File: config.mk
export PLATFORM = sky130hd
export DESIGN_NAME = mc_ctrl_fsm_flat
export DESIGN_NICKNAME = d
export VERILOG_FILES = /design/src/rtl/mc_ctrl_fsm_if.sv /design/src/rtl/mc_ctrl_fsm.sv /design/src/flat_wrapper.sv
export SDC_FILE = /design/constraint.sdc
export NUM_CORES = 1
export LEC_CHECK = 0
export CAP_MARGIN = 5
export CORE_AREA = 4 4 56 63
export CTS_CLUSTER_DIAMETER = 100
export DETAILED_ROUTE_END_ITERATION = 6
export DIE_AREA = 0 0 60 67
export GPL_TIMING_DRIVEN = 1
export PLACE_DENSITY_LB_ADDON = 0.1
export SLEW_MARGIN = 20
export SYNTH_ARGS = -nofsm -noshare
export SYNTH_HDL_FRONTEND = slang
export SYNTH_SLANG_ARGS = --single-unit
File: constraint.sdc
create_clock -name clk -period 1.8 [get_ports clk]
set_input_delay 0.54 -clock clk [delete_from_list [all_inputs] [get_ports clk]]
set_output_delay 0.54 -clock clk [all_outputs]
set_load 0.01 [all_outputs]
File: src/rtl/mc_ctrl_fsm_if.sv
// Control/status bundle between the multi-cycle sequencer (master) and the datapath (slave).
interface mc_ctrl_fsm_if;
    logic [5:0] opcode;
    logic [5:0] funct;
    logic       zero;
    logic       mem_ready;
    logic       pc_write;
    logic       pc_write_cond;
    logic       ir_write;
    logic       iord;
    logic       mem_rd;
    logic       mem_wr;
    logic       mem2reg;
    logic       reg_dst;
    logic       reg_write;
    logic       alu_src_a;
    logic [1:0] alu_src_b;
    logic [3:0] alu_op;
    logic       ext_op;
    logic [1:0] pc_src;
    logic [3:0] state;
    logic       illegal_op;
    logic       mem_timeout;

    modport master (
        input  opcode, funct, zero, mem_ready,
        output pc_write, pc_write_cond, ir_write, iord, mem_rd, mem_wr, mem2reg,
               reg_dst, reg_write, alu_src_a, alu_src_b, alu_op, ext_op, pc_src,
               state, illegal_op, mem_timeout
    );

    modport slave (
        output opcode, funct, zero, mem_ready,
        input  pc_write, pc_write_cond, ir_write, iord, mem_rd, mem_wr, mem2reg,
               reg_dst, reg_write, alu_src_a, alu_src_b, alu_op, ext_op, pc_src,
               state, illegal_op, mem_timeout
    );
endinterface

File: src/rtl/mc_ctrl_fsm.sv
// Multi-cycle MIPS-subset control sequencer with memory-wait timeout flag.
// Optional MC_CTRL_ILLEGAL_HALT_EN: illegal instructions park the FSM in HALT until reset.
module mc_ctrl_fsm #(
    parameter int unsigned MAX_WAIT = 15,
    parameter int unsigned CNT_W    = 4
) (
    input  logic          clk,
    input  logic          rst,
    mc_ctrl_fsm_if.master bus
);
    typedef enum logic [3:0] {
        S_FETCH = 4'd0, S_DECODE = 4'd1, S_MEM_ADDR = 4'd2, S_MEM_RD = 4'd3,
        S_MEM_WB = 4'd4, S_MEM_WR = 4'd5, S_R_EXEC = 4'd6, S_R_WB = 4'd7,
        S_BRANCH = 4'd8, S_JUMP = 4'd9, S_I_EXEC = 4'd10, S_I_WB = 4'd11,
        S_HALT = 4'd12
    } state_t;

    localparam logic [3:0] ALU_ADD = 4'd0, ALU_SUB = 4'd1, ALU_AND = 4'd2, ALU_OR = 4'd3,
                           ALU_XOR = 4'd4, ALU_NOR = 4'd5, ALU_SLT = 4'd6, ALU_SLTU = 4'd7,
                           ALU_LUI = 4'd8;
    localparam logic [5:0] OP_RTYPE = 6'b000000, OP_LW = 6'b100011, OP_SW = 6'b101011,
                           OP_BEQ = 6'b000100, OP_J = 6'b000010, OP_ADDI = 6'b001000,
                           OP_ORI = 6'b001101, OP_LUI = 6'b001111;
    localparam logic [CNT_W-1:0] CNT_MAX = CNT_W'(MAX_WAIT);
    localparam logic [CNT_W-1:0] CNT_SAT = '1;

`ifdef MC_CTRL_ILLEGAL_HALT_EN
    localparam state_t S_TRAP = S_HALT;
`else
    localparam state_t S_TRAP = S_FETCH;
`endif

    state_t           r_state, w_next_state;
    logic [CNT_W-1:0] r_wait_cnt;
    logic             r_illegal, r_timeout;
    logic             w_illegal_evt, w_waiting, w_r_legal, w_i_ext;
    logic [3:0]       w_r_alu_op, w_i_alu_op;
    logic             w_pc_write, w_pc_write_cond, w_ir_write, w_iord, w_mem_rd, w_mem_wr;
    logic             w_mem2reg, w_reg_dst, w_reg_write, w_alu_src_a, w_ext_op;
    logic [1:0]       w_alu_src_b, w_pc_src;
    logic [3:0]       w_alu_op;
    logic             w_unused_zero;

    // zero is consumed by the datapath through pc_write_cond, not by the sequencer
    assign w_unused_zero = bus.zero;

    always_comb begin
        w_r_legal  = 1'b1;
        w_r_alu_op = ALU_ADD;
        case (bus.funct)
            6'b100001: w_r_alu_op = ALU_ADD;
            6'b100011: w_r_alu_op = ALU_SUB;
            6'b100100: w_r_alu_op = ALU_AND;
            6'b100101: w_r_alu_op = ALU_OR;
            6'b100110: w_r_alu_op = ALU_XOR;
            6'b100111: w_r_alu_op = ALU_NOR;
            6'b101010: w_r_alu_op = ALU_SLT;
            6'b101011: w_r_alu_op = ALU_SLTU;
            default:   w_r_legal  = 1'b0;
        endcase
    end

    always_comb begin
        w_i_alu_op = ALU_ADD;
        w_i_ext    = 1'b1;
        case (bus.opcode)
            OP_ORI:  begin w_i_alu_op = ALU_OR;  w_i_ext = 1'b0; end
            OP_LUI:  begin w_i_alu_op = ALU_LUI; w_i_ext = 1'b0; end
            default: begin w_i_alu_op = ALU_ADD; w_i_ext = 1'b1; end
        endcase
    end

    always_ff @(posedge clk or posedge rst) begin
        if (rst) r_state <= S_FETCH;
        else     r_state <= w_next_state;
    end

    always_comb begin
        w_next_state  = r_state;
        w_illegal_evt = 1'b0;
        case (r_state)
            S_FETCH:    if (bus.mem_ready) w_next_state = S_DECODE;
            S_DECODE: begin
                case (bus.opcode)
                    OP_RTYPE:              w_next_state = S_R_EXEC;
                    OP_LW, OP_SW:          w_next_state = S_MEM_ADDR;
                    OP_BEQ:                w_next_state = S_BRANCH;
                    OP_J:                  w_next_state = S_JUMP;
                    OP_ADDI, OP_ORI, OP_LUI: w_next_state = S_I_EXEC;
                    default: begin
                        w_illegal_evt = 1'b1;
                        w_next_state  = S_TRAP;
                    end
                endcase
            end
            S_MEM_ADDR: w_next_state = (bus.opcode == OP_LW) ? S_MEM_RD : S_MEM_WR;
            S_MEM_RD:   if (bus.mem_ready) w_next_state = S_MEM_WB;
            S_MEM_WR:   if (bus.mem_ready) w_next_state = S_FETCH;
            S_R_EXEC: begin
                if (w_r_legal) begin
                    w_next_state = S_R_WB;
                end else begin
                    w_illegal_evt = 1'b1;
                    w_next_state  = S_TRAP;
                end
            end
            S_I_EXEC:   w_next_state = S_I_WB;
            S_HALT:     w_next_state = S_HALT;
            default:    w_next_state = S_FETCH;
        endcase
    end

    always_comb begin
        w_pc_write = 1'b0; w_pc_write_cond = 1'b0; w_ir_write = 1'b0; w_iord = 1'b0;
        w_mem_rd = 1'b0; w_mem_wr = 1'b0; w_mem2reg = 1'b0; w_reg_dst = 1'b0;
        w_reg_write = 1'b0; w_alu_src_a = 1'b0; w_alu_src_b = 2'b00; w_alu_op = ALU_ADD;
        w_ext_op = 1'b0; w_pc_src = 2'b00;
        case (r_state)
            S_FETCH: begin
                // IR and PC+4 commit only on the cycle memory delivers the word
                w_mem_rd    = 1'b1;
                w_alu_src_b = 2'b01;
                w_ir_write  = bus.mem_ready & ~rst;
                w_pc_write  = bus.mem_ready & ~rst;
            end
            S_DECODE:   begin w_alu_src_b = 2'b11; w_ext_op = 1'b1; end
            S_MEM_ADDR: begin w_alu_src_a = 1'b1; w_alu_src_b = 2'b10; w_ext_op = 1'b1; end
            S_MEM_RD:   begin w_iord = 1'b1; w_mem_rd = 1'b1; end
            S_MEM_WB:   begin w_reg_write = 1'b1; w_mem2reg = 1'b1; end
            S_MEM_WR:   begin w_iord = 1'b1; w_mem_wr = 1'b1; end
            S_R_EXEC:   begin w_alu_src_a = 1'b1; w_alu_op = w_r_alu_op; end
            S_R_WB:     begin w_reg_write = 1'b1; w_reg_dst = 1'b1; w_alu_op = w_r_alu_op; end
            S_BRANCH: begin
                w_alu_src_a = 1'b1; w_alu_op = ALU_SUB; w_pc_src = 2'b01; w_pc_write_cond = 1'b1;
            end
            S_JUMP:     begin w_pc_src = 2'b10; w_pc_write = 1'b1; end
            S_I_EXEC: begin
                w_alu_src_a = 1'b1; w_alu_src_b = 2'b10; w_alu_op = w_i_alu_op; w_ext_op = w_i_ext;
            end
            S_I_WB:     begin w_reg_write = 1'b1; w_alu_op = w_i_alu_op; w_ext_op = w_i_ext; end
            default:    begin end
        endcase
    end

    assign w_waiting = (r_state == S_FETCH) || (r_state == S_MEM_RD) || (r_state == S_MEM_WR);

    // Wait counter restarts on every state change; flags are sticky until reset
    always_ff @(posedge clk or posedge rst) begin
        if (rst) begin
            r_wait_cnt <= '0;
            r_illegal  <= 1'b0;
            r_timeout  <= 1'b0;
        end else begin
            if (w_next_state != r_state)
                r_wait_cnt <= '0;
            else if (w_waiting && !bus.mem_ready && (r_wait_cnt != CNT_SAT))
                r_wait_cnt <= r_wait_cnt + CNT_W'(1);
            if (w_illegal_evt)
                r_illegal <= 1'b1;
            if (w_waiting && (r_wait_cnt >= CNT_MAX))
                r_timeout <= 1'b1;
        end
    end

    assign bus.pc_write      = w_pc_write;
    assign bus.pc_write_cond = w_pc_write_cond;
    assign bus.ir_write      = w_ir_write;
    assign bus.iord          = w_iord;
    assign bus.mem_rd        = w_mem_rd;
    assign bus.mem_wr        = w_mem_wr;
    assign bus.mem2reg       = w_mem2reg;
    assign bus.reg_dst       = w_reg_dst;
    assign bus.reg_write     = w_reg_write;
    assign bus.alu_src_a     = w_alu_src_a;
    assign bus.alu_src_b     = w_alu_src_b;
    assign bus.alu_op        = w_alu_op;
    assign bus.ext_op        = w_ext_op;
    assign bus.pc_src        = w_pc_src;
    assign bus.state         = r_state;
    assign bus.illegal_op    = r_illegal;
    assign bus.mem_timeout   = r_timeout;
endmodule

File: src/flat_wrapper.sv
// flat-port wrapper written by rule: the top's interface ports become plain ports
module mc_ctrl_fsm_flat 
#(
    parameter int unsigned MAX_WAIT = 15,
    parameter int unsigned CNT_W    = 4
)
  (clk, rst, bus_opcode, bus_funct, bus_zero, bus_mem_ready, bus_pc_write, bus_pc_write_cond, bus_ir_write, bus_iord, bus_mem_rd, bus_mem_wr, bus_mem2reg, bus_reg_dst, bus_reg_write, bus_alu_src_a, bus_alu_src_b, bus_alu_op, bus_ext_op, bus_pc_src, bus_state, bus_illegal_op, bus_mem_timeout);
  mc_ctrl_fsm_if bus_i ();
  input  logic clk;
  input  logic rst;
  input wire logic [$bits(bus_i.opcode)-1:0] bus_opcode;
  input wire logic [$bits(bus_i.funct)-1:0] bus_funct;
  input wire logic [$bits(bus_i.zero)-1:0] bus_zero;
  input wire logic [$bits(bus_i.mem_ready)-1:0] bus_mem_ready;
  output wire logic [$bits(bus_i.pc_write)-1:0] bus_pc_write;
  output wire logic [$bits(bus_i.pc_write_cond)-1:0] bus_pc_write_cond;
  output wire logic [$bits(bus_i.ir_write)-1:0] bus_ir_write;
  output wire logic [$bits(bus_i.iord)-1:0] bus_iord;
  output wire logic [$bits(bus_i.mem_rd)-1:0] bus_mem_rd;
  output wire logic [$bits(bus_i.mem_wr)-1:0] bus_mem_wr;
  output wire logic [$bits(bus_i.mem2reg)-1:0] bus_mem2reg;
  output wire logic [$bits(bus_i.reg_dst)-1:0] bus_reg_dst;
  output wire logic [$bits(bus_i.reg_write)-1:0] bus_reg_write;
  output wire logic [$bits(bus_i.alu_src_a)-1:0] bus_alu_src_a;
  output wire logic [$bits(bus_i.alu_src_b)-1:0] bus_alu_src_b;
  output wire logic [$bits(bus_i.alu_op)-1:0] bus_alu_op;
  output wire logic [$bits(bus_i.ext_op)-1:0] bus_ext_op;
  output wire logic [$bits(bus_i.pc_src)-1:0] bus_pc_src;
  output wire logic [$bits(bus_i.state)-1:0] bus_state;
  output wire logic [$bits(bus_i.illegal_op)-1:0] bus_illegal_op;
  output wire logic [$bits(bus_i.mem_timeout)-1:0] bus_mem_timeout;
  assign bus_i.opcode = bus_opcode;
  assign bus_i.funct = bus_funct;
  assign bus_i.zero = bus_zero;
  assign bus_i.mem_ready = bus_mem_ready;
  assign bus_pc_write = bus_i.pc_write;
  assign bus_pc_write_cond = bus_i.pc_write_cond;
  assign bus_ir_write = bus_i.ir_write;
  assign bus_iord = bus_i.iord;
  assign bus_mem_rd = bus_i.mem_rd;
  assign bus_mem_wr = bus_i.mem_wr;
  assign bus_mem2reg = bus_i.mem2reg;
  assign bus_reg_dst = bus_i.reg_dst;
  assign bus_reg_write = bus_i.reg_write;
  assign bus_alu_src_a = bus_i.alu_src_a;
  assign bus_alu_src_b = bus_i.alu_src_b;
  assign bus_alu_op = bus_i.alu_op;
  assign bus_ext_op = bus_i.ext_op;
  assign bus_pc_src = bus_i.pc_src;
  assign bus_state = bus_i.state;
  assign bus_illegal_op = bus_i.illegal_op;
  assign bus_mem_timeout = bus_i.mem_timeout;
  mc_ctrl_fsm #(.MAX_WAIT(MAX_WAIT), .CNT_W(CNT_W)) u_core (.clk(clk), .rst(rst), .bus(bus_i));
endmodule
==> results <==
## power by group
part           switching [mW]  internal (mW)  leakage, nW
clock                  0.0864         0.0776       0.0138
combinational           0.456          0.485        0.892
sequential             0.0253          0.251        0.129
total                   0.568          0.814         1.03
## how the worst max path moves through the flow
stage	from	endpoint	slack, ns
after floorplan	u_core.bus.state[0]	bus_pc_write	-0.11
final	u_core.bus.state[3]	bus_alu_op[0]	-0.23
after global routing	u_core.bus.state[2]	bus_pc_write	-0.29
after CTS	u_core.bus.state[2]	bus_pc_write	-0.23
after global placement	bus_opcode[2]	bus_alu_op[1]	-1.01
after detailed placement	bus_opcode[2]	bus_alu_op[1]	-1.06
## layer usage
layer / global-route usage / vias to the layer above / part of all wire
met1: 0.259 / 729 / 0.40
met5: 0 / - / 0
met4: 0.0388 / 0 / 0.0094
met2: 0.404 / 53 / 0.53
li1: - / 748 / -
met3: 0.0465 / 6 / 0.055
## worst reg2reg max path: stages, from the launching register on
cell	delay, ns
dfrtp_2	0.42
buf_8	0.15
buf_8	0.14
or4b_4	0.49
a311oi_4	0.27
o221ai_2	0.18
o211ai_4	0.14
nor3_2	0.08
## metrics by stage
step | std cells | hold WS, ns | setup slack (ns) | cell area (µm²)
after global placement | 263 | 0.440 | -1.01 | 1910
after global routing | 281 | 0.475 | -0.295 | 2270
after detailed placement | 263 | 0.464 | -1.06 | 1910
final | 281 | 0.435 | -0.225 | 2270
after CTS | 278 | 0.460 | -0.226 | 2150
after floorplan | 151 | 0.380 | -0.113 | 1190
## placed cells by master (no fill, tap or decap), types with 3 or more instances in the layout
cell	Yosys	final
buf_4	1	51
buf_2	4	18
buf_6	2	16
nor2_1	25	14
dlygate4sd2_1	0	11
dfrtp_1	10	8
o21ai_0	9	7
nand2_1	10	7
nor2_4	0	7
xor2_1	5	5
nor3_2	0	5
nand3_1	6	4
nor2_2	0	4
inv_1	4	3
nor3_1	8	3
nor2b_1	5	3
a311oi_2	2	3
nand4_1	3	3
a21oi_2	0	3
clkbuf_4	0	3
clkdlybuf4s50_1	0	3
buf_8	0	3
## state kept, by name, indices dropped and copies added, names as in the netlist
| signal | flops |
|---|---|
| u_core.bus.state | 4 |
| u_core.bus.illegal_op | 1 |
| u_core.r_wait_cnt | 4 |
| u_core.bus.mem_timeout | 1 |
## what timing repair did
item,CTS,global route
resized for setup,167,21
setup buffers,12,3
setup endpoints to repair,31,25
pin swaps,26,5
## area by class of cell
type,count,area share
Tap cell,34,0.0188
Inverter,4,0.00883
Timing Repair Buffer,104,0.374
Sequential cell,10,0.112
Clock buffer,3,0.00994
Multi-Input combinational cell,126,0.477
## kinds of logic (layout without fill, tap and decap cells)
| group | Yosys count | count (layout) | share of synthesized area |
|---|---|---|---|
| buf+inv | 15 | 111 | 0.0715 |
| mux | 2 | 2 | 0.0179 |
| compound gates | 36 | 36 | 0.235 |
| flops | 10 | 10 | 0.223 |
| xor+xnor | 7 | 7 | 0.0547 |
| simple gates | 80 | 80 | 0.387 |
| fa+ha+maj | 1 | 1 | 0.0112 |
## synth_stat cells, types with 4 or more instances
| master | n | area (µm²) |
|---|---|---|
| inv_1 | 4 | 15.0 |
| nor2b_1 | 5 | 31.3 |
| buf_2 | 4 | 20.0 |
| o21ai_0 | 9 | 45.0 |
| nor2_1 | 25 | 93.8 |
| dfrtp_1 | 10 | 250 |
| nor3_1 | 8 | 40.0 |
| nand3_1 | 6 | 30.0 |
| a21oi_1 | 5 | 25.0 |
| nand2_1 | 10 | 37.5 |
| nor3b_1 | 4 | 30.0 |
| xor2_1 | 5 | 43.8 |
==> flow_summary.json <==
{
  "grt_max_degree": 19,
  "htreeDepth": 1,
  "worstSetupPathType": "reg -> out",
  "grt_pass1_wl_mm": 6.78,
  "pin_count": 41,
  "cts.sinks": 10,
  "drt_wl_total_mm": 4.47,
  "timing.critical_path.slowest_cell_delay_ns": 0.42,
  "hpwl_mm": 2.95,
  "syn_nets": 168,
  "hold_path_class": "in -> async",
  "multiInputGateArea_um2": 1080,
  "worstPathCellList": "buf_8 > buf_6 > nand2b_4 > nor2_4 > buf_4 > nor2_4 > o21ai_2 > buf_2",
  "crit_required_ns": 1.26,
  "fin_skew_ns": 0.0108,
  "syn_inst": 151,
  "finalCritPeriodShare": 1.13,
  "reg2regPathDepth": 7,
  "crit_top_cell": "nor2_4",
  "synth_edf_count": 0,
  "ant_nets": 0,
  "clk_pin_slew_worst_paths_ns": 0.07,
  "gp_congestion": 0.850,
  "avgSynthCellArea_um2": 7.42,
  "wl_per_cell_um": 15.9,
  "power.density_nw_per_um2": 610,
  "crit_arrival_ns": 1.49,
  "synth_area_um2": 1120,
  "crit_family": "buffers and inverters",
  "regArea_um2": 253,
  "ys_ff_latch": 10,
  "crit_buf_inv": 4,
  "viasPerCell": 5.47,
  "tritoncts": "done",
  "dr.pass1.iters": 4,
  "path_depth": 8,
  "clock_latency_ns": 0.28,
  "numCtsBuffers": 3,
  "r2r_start": "u_core.bus.state[3]",
  "period_needed_ns": 2.03,
  "setup_ws_ns": -0.225,
  "overflow": 0,
  "area_growth_pct": 102,
  "r2r_setup_slack_ns": -0.19,
  "post-route-util": 0.770,
  "fill_cells": 203,
  "slowest_stage": "dfrtp_2",
  "placementRows": 21,
  "relSlewSlack": 0.723,
  "ir_drop_mv": 0.595,
  "clock-root-buffer": "clkbuf_4",
  "io_buffers": 39,
  "yosysWarnings": 0,
  "cts_buffer_depth": 2,
  "status": "complete, but fails checks",
  "grt_pass1_vias": 1491,
  "grt_use_total": 0.221,
  "hold_viol_final": 0,
  "tns_ns": -3.33,
  "ys_types": 48,
  "max_freq_mhz": 494,
  "final_layout_size_suffix_gt1_frac": 0.599,
  "die_h_um": 67,
  "synth_seq_area_share": 0.223,
  "die_area_um2": 4020,
  "drt-initial-drc-count": 63,
  "antenna_found_initial": 0,
  "setup_violations": 23,
  "die_x_um": 60,
  "hold_buffers": 0,
  "drc": 0,
  "start_util": 0.381,
  "crit_fanout": 6,
  "violations": "setup timing",
  "core_um2": 2940,
  "rsz0062_at_grt": "true",
  "p_total_mw": 1.38,
  "async_reset_ff_frac": 1.00,
  "leakage_nw": 1.03,
  "fin_nets": 266,
  "worstSetupEndpointType": "primary output",
  "tightest_slew_ns": 0.415,
  "vias": 1536,
  "diodes": 0,
  "worstReg2RegEnd": "u_core.r_wait_cnt[1]",
  "max_cap_violations": 0,
  "finalMaxSlewViolations": 0,
  "startpoint_type": "flip-flop",
  "synth-main-ff-cell": "dfrtp_1"
}
No activity file was read; power rests on OpenSTA's default activity.
